$ cat src/rtl/tmr_channel.sv
// Single timer channel: TDR/TCR/TSR/TCNT register block with prescaler, auto-reload, one-shot and irq.
// Latency: register writes land at the next tmr_clk edge; reads are combinational; irq follows TSR/TCR state directly.
// Backpressure: none; an access counts only when sel, enable and ready are high with exactly one register selected.
module tmr_channel #(
    parameter int CNT_WIDTH = 8,
    parameter int CKS_WIDTH = 2
) (
    input  logic                 tmr_clk,
    input  logic                 tmr_reset_n,
    input  logic                 tmr_sel,
    input  logic                 tmr_write,
    input  logic                 tmr_enable,
    input  logic [3:0]           tmr_selected_reg,
    input  logic [CNT_WIDTH-1:0] tmr_wdata,
    input  logic                 tmr_ready,
    output logic [CNT_WIDTH-1:0] tmr_rdata,
    output logic [CNT_WIDTH-1:0] tmr_cnt,
    output logic                 tmr_ovf,
    output logic                 tmr_udf,
    output logic                 tmr_irq
);

    // Prescaler is one bit per selectable divide ratio so the widest ratio
    // (cks at its maximum) still sees a full all-ones window.
    localparam int DIV_WIDTH = 1 << CKS_WIDTH;

    // TCR only carries a 2-bit cks field; narrower CKS_WIDTH leaves the
    // upper cks bit unimplemented (reads 0).
    localparam int         CKS_USED = (CKS_WIDTH < 2) ? CKS_WIDTH : 2;
    localparam logic [1:0] CKS_MASK = (CKS_USED >= 2) ? 2'b11 :
                                      (CKS_USED == 1) ? 2'b01 : 2'b00;
    localparam logic [7:0] TCR_MASK = {6'b111111, CKS_MASK};

    localparam logic [CNT_WIDTH-1:0] CNT_MAX  = '1;
    localparam logic [CNT_WIDTH-1:0] CNT_ZERO = '0;
    localparam logic [CNT_WIDTH-1:0] CNT_ONE  = {{(CNT_WIDTH-1){1'b0}}, 1'b1};
    localparam logic [DIV_WIDTH-1:0] DIV_ONE  = {{(DIV_WIDTH-1){1'b0}}, 1'b1};

    // Control register layout, MSB first, as seen in the low byte of the bus.
    typedef struct packed {
        logic       load;
        logic       one_shot;
        logic       down;
        logic       en;
        logic       ie;
        logic       auto_reload;
        logic [1:0] cks;
    } tcr_t;

    // ------------------------------------------------------------------
    // State
    // ------------------------------------------------------------------
    tcr_t                 tcr_q;
    logic [CNT_WIDTH-1:0] tdr_q;
    logic [CNT_WIDTH-1:0] cnt_q;
    logic                 ovf_q;
    logic                 udf_q;
    logic [DIV_WIDTH-1:0] div_q;

    // ------------------------------------------------------------------
    // Bus decode
    // ------------------------------------------------------------------
    logic sel_one;
    logic access;
    logic wr;
    logic rd;
    logic tdr_wr;
    logic tcr_wr;
    logic tsr_wr;

    assign sel_one = $onehot(tmr_selected_reg);
    assign access  = tmr_sel & tmr_enable & tmr_ready & sel_one;
    assign wr      = access & tmr_write;
    assign rd      = access & ~tmr_write;

    // TCNT (select bit 3) has no write strobe: it is read-only from the bus.
    assign tdr_wr  = wr & tmr_selected_reg[0];
    assign tcr_wr  = wr & tmr_selected_reg[1];
    assign tsr_wr  = wr & tmr_selected_reg[2];

    // ------------------------------------------------------------------
    // Prescaler tick
    // ------------------------------------------------------------------
    logic [DIV_WIDTH-1:0] tick_mask;
    logic                 tick;

    // Build a mask covering divider bits [cks:0]; tick fires when they are all ones.
    always_comb begin
        tick_mask = '0;
        for (int i = 0; i < DIV_WIDTH; i++) begin
            tick_mask[i] = (i <= int'(tcr_q.cks));
        end
    end

    assign tick = tcr_q.en & ((div_q & tick_mask) == tick_mask);

    // ------------------------------------------------------------------
    // Counter next-state
    // ------------------------------------------------------------------
    logic [CNT_WIDTH-1:0] cnt_d;
    logic                 set_ovf;
    logic                 set_udf;
    logic                 wrap;

    // Load beats counting; a tick at a boundary wraps (or reloads) and raises a flag.
    always_comb begin
        cnt_d   = cnt_q;
        set_ovf = 1'b0;
        set_udf = 1'b0;
        wrap    = 1'b0;
        if (tcr_q.load) begin
            cnt_d = tdr_q;
        end else if (tick) begin
            if (!tcr_q.down) begin
                if (cnt_q == CNT_MAX) begin
                    wrap    = 1'b1;
                    set_ovf = 1'b1;
                    cnt_d   = tcr_q.auto_reload ? tdr_q : CNT_ZERO;
                end else begin
                    cnt_d = cnt_q + CNT_ONE;
                end
            end else begin
                if (cnt_q == CNT_ZERO) begin
                    wrap    = 1'b1;
                    set_udf = 1'b1;
                    cnt_d   = tcr_q.auto_reload ? tdr_q : CNT_MAX;
                end else begin
                    cnt_d = cnt_q - CNT_ONE;
                end
            end
        end
    end

    // ------------------------------------------------------------------
    // Registers
    // ------------------------------------------------------------------

    // Divider runs only while enabled and restarts on any TCR write so a new cks starts from a clean phase.
    always_ff @(posedge tmr_clk or negedge tmr_reset_n) begin
        if (!tmr_reset_n) begin
            div_q <= '0;
        end else if (tcr_wr || !tcr_q.en) begin
            div_q <= '0;
        end else begin
            div_q <= div_q + DIV_ONE;
        end
    end

    // Software write wins over the one-shot hardware clear of en.
    always_ff @(posedge tmr_clk or negedge tmr_reset_n) begin
        if (!tmr_reset_n) begin
            tcr_q <= '0;
        end else if (tcr_wr) begin
            tcr_q <= tcr_t'(tmr_wdata[7:0] & TCR_MASK);
        end else if (wrap && tcr_q.one_shot) begin
            tcr_q.en <= 1'b0;
        end
    end

    // Data/reload register, plain read/write.
    always_ff @(posedge tmr_clk or negedge tmr_reset_n) begin
        if (!tmr_reset_n) begin
            tdr_q <= '0;
        end else if (tdr_wr) begin
            tdr_q <= tmr_wdata;
        end
    end

    // Counter takes whatever the next-state logic decided.
    always_ff @(posedge tmr_clk or negedge tmr_reset_n) begin
        if (!tmr_reset_n) begin
            cnt_q <= '0;
        end else begin
            cnt_q <= cnt_d;
        end
    end

    // Sticky flags, write-1-to-clear; a hardware set in the same cycle keeps the flag high.
    always_ff @(posedge tmr_clk or negedge tmr_reset_n) begin
        if (!tmr_reset_n) begin
            ovf_q <= 1'b0;
            udf_q <= 1'b0;
        end else begin
            ovf_q <= set_ovf | (ovf_q & ~(tsr_wr & tmr_wdata[0]));
            udf_q <= set_udf | (udf_q & ~(tsr_wr & tmr_wdata[1]));
        end
    end

    // ------------------------------------------------------------------
    // Read mux and outputs
    // ------------------------------------------------------------------

    // Zero-extended register read, forced to 0 unless a clean read access is in progress.
    always_comb begin
        tmr_rdata = '0;
        if (rd) begin
            if (tmr_selected_reg[0]) begin
                tmr_rdata = tdr_q;
            end else if (tmr_selected_reg[1]) begin
                tmr_rdata = CNT_WIDTH'(tcr_q);
            end else if (tmr_selected_reg[2]) begin
                tmr_rdata = CNT_WIDTH'({udf_q, ovf_q});
            end else begin
                tmr_rdata = cnt_q;
            end
        end
    end

    assign tmr_cnt = cnt_q;
    assign tmr_ovf = ovf_q;
    assign tmr_udf = udf_q;
    assign tmr_irq = tcr_q.ie & (ovf_q | udf_q);

endmodule

$ cat config.mk
export PLATFORM = sky130hd
export DESIGN_NAME = tmr_channel
export DESIGN_NICKNAME = d
export VERILOG_FILES = /design/src/rtl/tmr_channel.sv
export SDC_FILE = /design/constraint.sdc
export NUM_CORES = 1
export LEC_CHECK = 0
export ABC_AREA = 1
export CAP_MARGIN = 20
export CORE_MARGIN = 2
export CORE_UTILIZATION = 50
export CTS_CLUSTER_DIAMETER = 100
export CTS_CLUSTER_SIZE = 30
export DETAILED_ROUTE_END_ITERATION = 12
export PLACE_DENSITY = 0.76
export SLEW_MARGIN = 20
export SYNTH_ARGS = -nofsm -noshare
export SYNTH_HDL_FRONTEND = slang
export SYNTH_SLANG_ARGS = --single-unit
$ cat constraint.sdc
create_clock -name tmr_clk -period 3.98 [get_ports tmr_clk]
set_input_delay 0.796 -clock tmr_clk [delete_from_list [all_inputs] [get_ports tmr_clk]]
set_output_delay 0.796 -clock tmr_clk [all_outputs]
set_load 0.01 [all_outputs]
# After elaboration in Yosys (flattened, before gate mapping)
# Index checks and enable logic that the tools add are counted.
# totals
reg_bits,30
elab_cells,76
# classes
addsub,6
order_cmp,3
n_eq_ne,3
n_mux,25
bitwise_logic,21
n_reduce_logical,6
# ops
op,count
8-bit 2-to-1 mux,11
1-bit AND,14
1-bit 2-to-1 mux,13
"8-bit by 1-bit adder with 8-bit output, second input constant",1
"8-bit == test, second input constant",1
8-bit logical NOT,1
"8-bit by 1-bit subtractor with 8-bit output, second input constant",1
1-bit by 1-bit adder with 2-bit output,2
"4-bit by 1-bit adder with 4-bit output, second input constant",1
4-bit AND,1
4-bit == test,1
"2-bit less-or-equal comparator, first input constant",2
4-bit 2-to-1 mux,1
2-bit nonzero test,2
2-bit by 2-bit adder with 3-bit output,1
"3-bit by 1-bit == test with 1-bit output, second input constant",1
1-bit inverter,3
1-bit OR,3
"1-bit by 2-bit less-or-equal comparator with 1-bit output, first input constant",1
1-bit logical AND,1
1-bit logical NOT,1
1-bit logical OR,1

# Longest topological paths before layout
# Gate-level depths: netlist of the first run.
# depth
depth_word,10
mapped_depth,14
depth_no_buf,12

# Worst setup path after synthesis of the first run
# Ideal clock, no wire load.
# synth_path
kind,input-to-output
startpoint,input port tmr_selected_reg[0]
endpoint,output port tmr_rdata[4]
arrival_time_ns,2.793
required_ns,3.184
setup_slack_ns,0.391
stages,11
cell_sequence,inv_1 > clkbuf_1 > fa_1 > inv_1 > ha_1 > ha_1 > nor3_2 > nand3_1 > nor2_1 > inv_1 > a211oi_1
# synth_via
elab_chain_cells,6
elab_cells_between_ends,7
classes_between,add/sub: 2; eq/ne: 1; mux: 2; bitwise: 2
# synth_lines
item,line_no,text
from (decl),13,"input logic [3:0] tmr_selected_reg,"
1-bit by 1-bit adder with 2-bit output (not written as such),71,assign sel_one = $onehot(tmr_selected_reg);
2-bit by 2-bit adder with 3-bit output (not written as such),71,
3-bit by 1-bit == test with 1-bit output,71,
1-bit AND,72,assign access = tmr_sel & tmr_enable & tmr_ready & sel_one;
1-bit AND,74,assign rd = access & ~tmr_write;
8-bit 2-to-1 mux (*),196,if (rd) begin
to (decl),16,"output logic [CNT_WIDTH-1:0] tmr_rdata,"
# Every way passes the cells marked *; elsewhere a longest branch is shown, timed or not.

# Final worst setup path of the first run
# layout_path
startpoint,input port tmr_selected_reg[0]
endpoint,output port tmr_rdata[2]
# Same word-level chain as after synthesis.

==> run summary, run 1 <==
RSZ-0062 raised after global routing = no
GPL Wtd Cong = 0.918
Clk sink count = 30
Met2 usage = 47.0%
Non-Filler Instances = 435
Met1 Track Usage GR = 35.8%
CTS tree = built
Crit-path slowest cell = fa_1
Number of nets with antenna violations after routing = 0
Largest net degree at the start of global routing = 31
Gate Count Post-Synth = 333
Worst VDD drop = 270 uV
Final period utilization = 95.8%
Die height = 71.0 um
Post-synthesis register bit count = 30
Hold slack = 493 ps
Die X-Extent = 71.0 um
Share of post-route cells with drive strength above 1 = 15.1%
Worst Reg-to-Reg Cells = 10
Row count = 24
Met3 usage = 5.98%
First-pass GRT wire length = 11,100 um
MaxCap Viol Count = 0
Status = completed
Fin. Hold Viols = 0
Most frequent cells in the layout = 96 x nand2_1, 34 x o21ai_0, 31 x inv_1, 31 x nand3_1, 30 x dfrtp_1
Initial antenna violation count = 0
Yosys cell types = 36
Finish-stage setup viols = 0
Crit path DAT = 3020 ps
Wire per inst = 15.0 um
Post-route design area = 2820 um^2
Rel. slew slack = 68.5%
Post-Route WL = 6530 um
CTS Buf Count = 5
Core Area = 4350 um^2
Ys Warns = 0
Leakage Power = 1.38 nW
Fillcell total = 376
Crit-path cells = dlygate4sd2_1 > inv_2 > fa_1 > inv_1 > ha_1 > ha_2 > nor3_4 > nand3_2 > nor2_4 > buf_6 > inv_1 > buf_4 > nor2_1 > buf_2
Layout Area Growth over Synthesis = 25.3%
Max-slew violations = 0
Avg Inst Size Synth = 6.74 um^2
Diodes inserted = 0
CTS root buf = clkbuf_8
Internal reg-to-reg setup slack = 2060 ps
Fmax = 262 MHz
Reg2reg start = tmr_cnt[0]
Min-Delay Path Class = reg -> reg
GRT Max-Usage Layer = met2
Crit path from = tmr_selected_reg[0]
DRC = 0
Synth area leader = dfrtp_1
HPWL after detailed placement = 4820 um
CTS clk-pin slew, worst paths = 60 ps
Starting Density = 51.6%
PnR worst setup slack = 168 ps
DRT iter0 DRCs = 178
FF-to-FF End = tmr_cnt[1]
Sequential-to-total area share from yosys stat = 33.4%
Multi-input gate area = 1310 um^2
Max incr delay on CP = 540 ps
Ports = 37
Reg area = 751 um^2
Post-layout minimum cycle time = 3810 ps
Final nets = 407
Latest clock arrival within the worst-skew pair = 290 ps
Place WS = -637 ps
Clk_skew = 6.45 ps
Pwr dens = 527 nW/um^2
Clk buf depth = 2
H-Tree Depth = 2
Number of global-route vias before repair = 2,357
Commonest non-fill, non-tap cell in the layout = nand2_1
Vias per inst = 5.61
Total global routing overflow = 0
DIE AREA = 5040 um^2
Worst Setup End Kind = output port
Dpl cell area = 2660 um^2
Synthesized cell area = 2250 um^2
Area contributors post-synth = dfrtp_1 33%, nand2_1 16%, o21ai_0 7.6%
Syn_nets = 358
Worst slew pin tran = 471 ps
Vias = 2,439
Worst endpoint required time = 3180 ps
CP max FO = 4
Cts hold-fix bufs = 0
CP startpoint kind = input port
CP endpoint = tmr_rdata[2]
Crit path kind = in -> out
Port Buf Inserts = 36
GRT Util Overall = 28.2%
Cells after DPL = 418
Pre-antenna DRT Iters = 5
Synth top area share = 33.4%
CP most frequent cell = inv_1
[sequential cells by signal, summed over array words and instances, names as in the netlist]
signal   count
div_q        4
tcr_q        8
tdr_q        8
tmr_cnt      8
tmr_ovf      1
tmr_udf      1
[worst min path at each step]
stage	startpoint	end	slack (ps)	depth (start not counted)
after floorplan	div_q[0]	div_q[0]	460	1
after global placement	div_q[0]	div_q[0]	480	1
after detailed placement	div_q[0]	div_q[0]	490	1
after CTS	div_q[0]	div_q[0]	500	1
after global routing	div_q[0]	div_q[0]	520	1
final	div_q[0]	div_q[0]	490	1
[power by group]
group	leakage [nW]	internal, mW	switching, mW
clock network	0.0482	0.139	0.121
registers	0.353	0.394	0.147
logic	0.981	0.278	0.403
[metal layers]
layer	share of wire, %	vias to the layer above
met5	0	-
met1	42	1123
met2	48	118
met4	2.8	0
li1	-	1178
met3	7.7	20
[cells in the mapped netlist, drive strengths merged]
cell type	n
nand2	101
o21ai	41
inv	36
nor2	35
nand3	33
dfrtp	30
a21oi	11
clkbuf	6
ha	6
buf	5
nand4	5
nor3	4
o21a	4
o22ai	4
xor2	3
clkinv	2
xnor2	2
a211oi	1
and3	1
fa	1
nand3b	1
o31ai	1
[layout make-up]
type / instances / area share, %
multi-input combinational: 254 / 46.6
tap: 52 / 2.31
clock buffer: 7 / 3.07
sequential: 30 / 26.7
clock inverter: 1 / 0.178
timing repair buffer: 53 / 16.0
inverter: 38 / 5.11
[critical path, delay by kind of cell]
kind,cells,cell delay [ps]
fa+ha+maj,3,920
buf+inv,7,800
simple gates,4,500
[per-stage QoR]
step	power, mW	setup TNS, ps	utilization [%]
finish	1.48	0	64.7
global route	1.60	0	64.7
CTS	1.47	0	64.1
detailed placement	1.20	-4630	61.2
global placement	1.19	-4080	61.2
floorplan	0.967	0	-
[repair_timing]
| item | 4_1_cts | 5_1_grt |
|---|---|---|
| gates resized for setup | 36 | 8 |
| pin swaps | 3 | 5 |
| setup buffers | 8 | 1 |
| endpoints found under the setup margin | 8 | 8 |
[logic make-up (layout without fill, tap and decap cells)]
| logic type | count (synthesis) | count (layout) | share of synthesized area, % |
|---|---|---|---|
| compound gates | 62 | 62 | 14.9 |
| xor+xnor | 5 | 5 | 1.95 |
| fa+ha+maj | 7 | 7 | 4.23 |
| buf+inv | 49 | 99 | 9.41 |
| flops | 30 | 30 | 33.4 |
| simple gates | 180 | 180 | 36.1 |
(Power assumes the default switching activity.)
==> run 2: changes to the inputs <==
SKIP_LAST_GASP = 1   (was not set)
==> results of run 2 <==
Same layout as run 1: the final DEF is identical, and so are final timing and power.
==> run 3: changes to the inputs <==
CORE_UTILIZATION = 31   (was 50)
GPL_TIMING_DRIVEN = 0   (was not set)
PLACE_DENSITY = not set   (was 0.76)
==> run summary, run 3 (synthesized netlist as in run 1, its figures left out) <==
Initial antenna violation count = 0 (unchanged)
Status = completed
Row count = 31 (+29%)
Min-Delay Path Class = reg -> reg
TNS Setup = 0 ps (unchanged)
Crit path DAT = 3080 ps (+60 ps)
Switching Fraction = 44.8% (-0.52 points)
Rel. slew slack = 54.8% (-14 points)
Hold slack = 490 ps (-3.35 ps)
Clk_skew = 3.49 ps (-2.96 ps)
Metal3 WL = 358 um (-29%)
P_int = 824 uW (+1.6%)
Worst Setup End Kind = output port
Fin. Hold Viols = 0 (unchanged)
Final nets = 400 (-1.7%)
Largest net degree at the start of global routing = 31 (unchanged)
Fmax = 258 MHz (-1.6%)
CTS root buf = clkbuf_8
Die X-Extent = 89.1 um (+25%)
Leakage Power = 1.33 nW (-4.0%)
CP startpoint kind = input port
Wire per inst = 14.1 um (-6.4%)
DRT iter0 DRCs = 165 (-7.3%)
First-pass GRT wire length = 10,900 um (-1.8%)
Max-slew violations = 0 (unchanged)
Net Switching = 668 uW (-0.53%)
Latest clock arrival within the worst-skew pair = 290 ps (about the same)
Finish-stage setup viols = 0 (unchanged)
Post-layout minimum cycle time = 3870 ps (+60.4 ps)
Flop pwr share = 34.3% (-2.2 points)
Most frequent cells in the layout = 96 x nand2_1, 31 x inv_1, 31 x o21ai_0, 31 x nand3_1, 30 x dfrtp_1
Die height = 89.1 um (+25%)
WL met2 = 3120 um (about the same)
Worst VDD drop = 175 uV (-35%)
Clk buf depth = 2 (unchanged)
Clk sink count = 30 (unchanged)
DRT met1 WL = 3080 um (+13%)
GRT Util Overall = 18.0% (-10 points)
Post-Route WL = 6680 um (+2.2%)
CTS Buf Count = 5 (unchanged)
DIE AREA = 7940 um^2 (+57%)
GPL Wtd Cong = 0.878 (-4.4%)
Final period utilization = 97.3% (+1.5 points)
Layout Area Growth over Synthesis = 25.5%
Vias per inst = 4.87 (-13%)
Number of nets with antenna violations after routing = 0 (unchanged)
Comb pwr share = 48.2% (+2.3 points)
MaxCap Viol Count = 0 (unchanged)
Vias = 2,312 (-5.2%)
Post-route design area = 2820 um^2 (+0.13%)
Port Buf Inserts = 35 (-2.8%)
H-Tree Depth = 2 (unchanged)
Worst endpoint required time = 3180 ps (about the same)
Dpl cell area = 2720 um^2 (+1.9%)
DR top layer = met4
Part of the power in the clock network = 17.5% (about the same)
Total global routing overflow = 0 (unchanged)
Ports = 37 (unchanged)
CTS clk-pin slew, worst paths = 60 ps (about the same)
Share of post-route cells with drive strength above 1 = 14.4% (-0.78 points)
CTS tree = built
Number of global-route vias before repair = 2,187 (-7.2%)
Starting Density = 31.5% (-20 points)
Diodes inserted = 0 (unchanged)
RSZ-0062 raised after global routing = yes
DRC = 0 (unchanged)
Commonest non-fill, non-tap cell in the layout = nand2_1
Pwr dens = 529 nW/um^2 (+0.50%)
Worst slew pin tran = 679 ps (+207 ps)
Core Area = 7140 um^2 (+64%)
HPWL after detailed placement = 5050 um (+4.9%)
Pre-antenna DRT Iters = 4 (-1)
CP max FO = 5 (+1)
Crit path kind = in -> out
run 3: cell types whose count changed in the layout (fill, tap and decap cells not counted), sizes merged:
cell and delta:
buf -10, clkbuf +4, clkdlybuf4s15 +1, dlygate4sd2 -1
dlymetal6s2s -1
run 3: final cells by class:
class | instances | area (um^2)
Multi-Input combinational cell | 254 | 1330
Fill cell | 787 | 4320
Tap cell | 99 | 124
Sequential cell | 30 | 751
Buffer | 10 | 63.8
Clock inverter | 1 | 5.00
Clock buffer | 7 | 86.3
Timing Repair Buffer | 36 | 318
Inverter | 38 | 146
run 3: worst paths after layout:
path | slack [ps] | end | startpoint | depth (start not counted)
max | 110 | tmr_rdata[2] | tmr_selected_reg[3] | 12
min | 490 | div_q[0] | div_q[0] | 1
max reg2reg | 2140 | tmr_cnt[1] | tmr_cnt[0] | 9
min reg2reg | 490 | div_q[0] | div_q[0] | 1
max in group asynchronous | 3000 | tmr_cnt[6] | tmr_reset_n | 1
min in group asynchronous | 540 | div_q[1] | tmr_reset_n | 1
run 3: repair_timing:
action	CTS	global route
resized for setup	35	14
endpoints found under the setup margin	8	8
endpoints found under the hold margin	0	0
pin swaps	2	3
hold buffers	0	0
buffers inserted	0	1
run 3: layer usage:
| layer | vias up | global-route usage, % |
|---|---|---|
| li1 | 1166 | - |
| met1 | 1068 | 24.9 |
| met2 | 68 | 28.6 |
| met4 | 0 | 5.83 |
| met3 | 10 | 3.32 |
| met5 | - | 0 |
run 3: per-stage QoR:
| step | power, mW | setup WS, ps | utilization (%) | cells |
|---|---|---|---|---|
| final | 1.49 | 108 | 39.5 | 475 |
| after global routing | 1.62 | -49.5 | 39.5 | 475 |
| after CTS | 1.49 | -16.6 | 39.2 | 474 |
| after detailed placement | 1.23 | -890 | 38.0 | 467 |
| after global placement | 1.22 | -927 | 38.1 | 467 |
| after floorplan | 0.967 | 391 | - | 333 |
run 3: worst max-delay path, cell delays in order:
cell and delay (ps):
clkdlybuf4s50_1 460, inv_1 50, fa_1 470, inv_1 40, ha_1 180, ha_2 190, nor3_4 180, nand3_2 110
nor2_4 160, inv_2 90, nor2_2 120, clkdlybuf4s15_2 230
run 3: power groups by stage:
stage                     Combinational (mW)  Sequential, mW  Clock (mW)
after CTS                              0.714           0.512       0.265
after global routing                   0.816           0.528       0.279
after detailed placement               0.709           0.517           0
after global placement                 0.704           0.515           0
after floorplan                        0.468           0.499           0
final                                  0.719           0.512       0.261
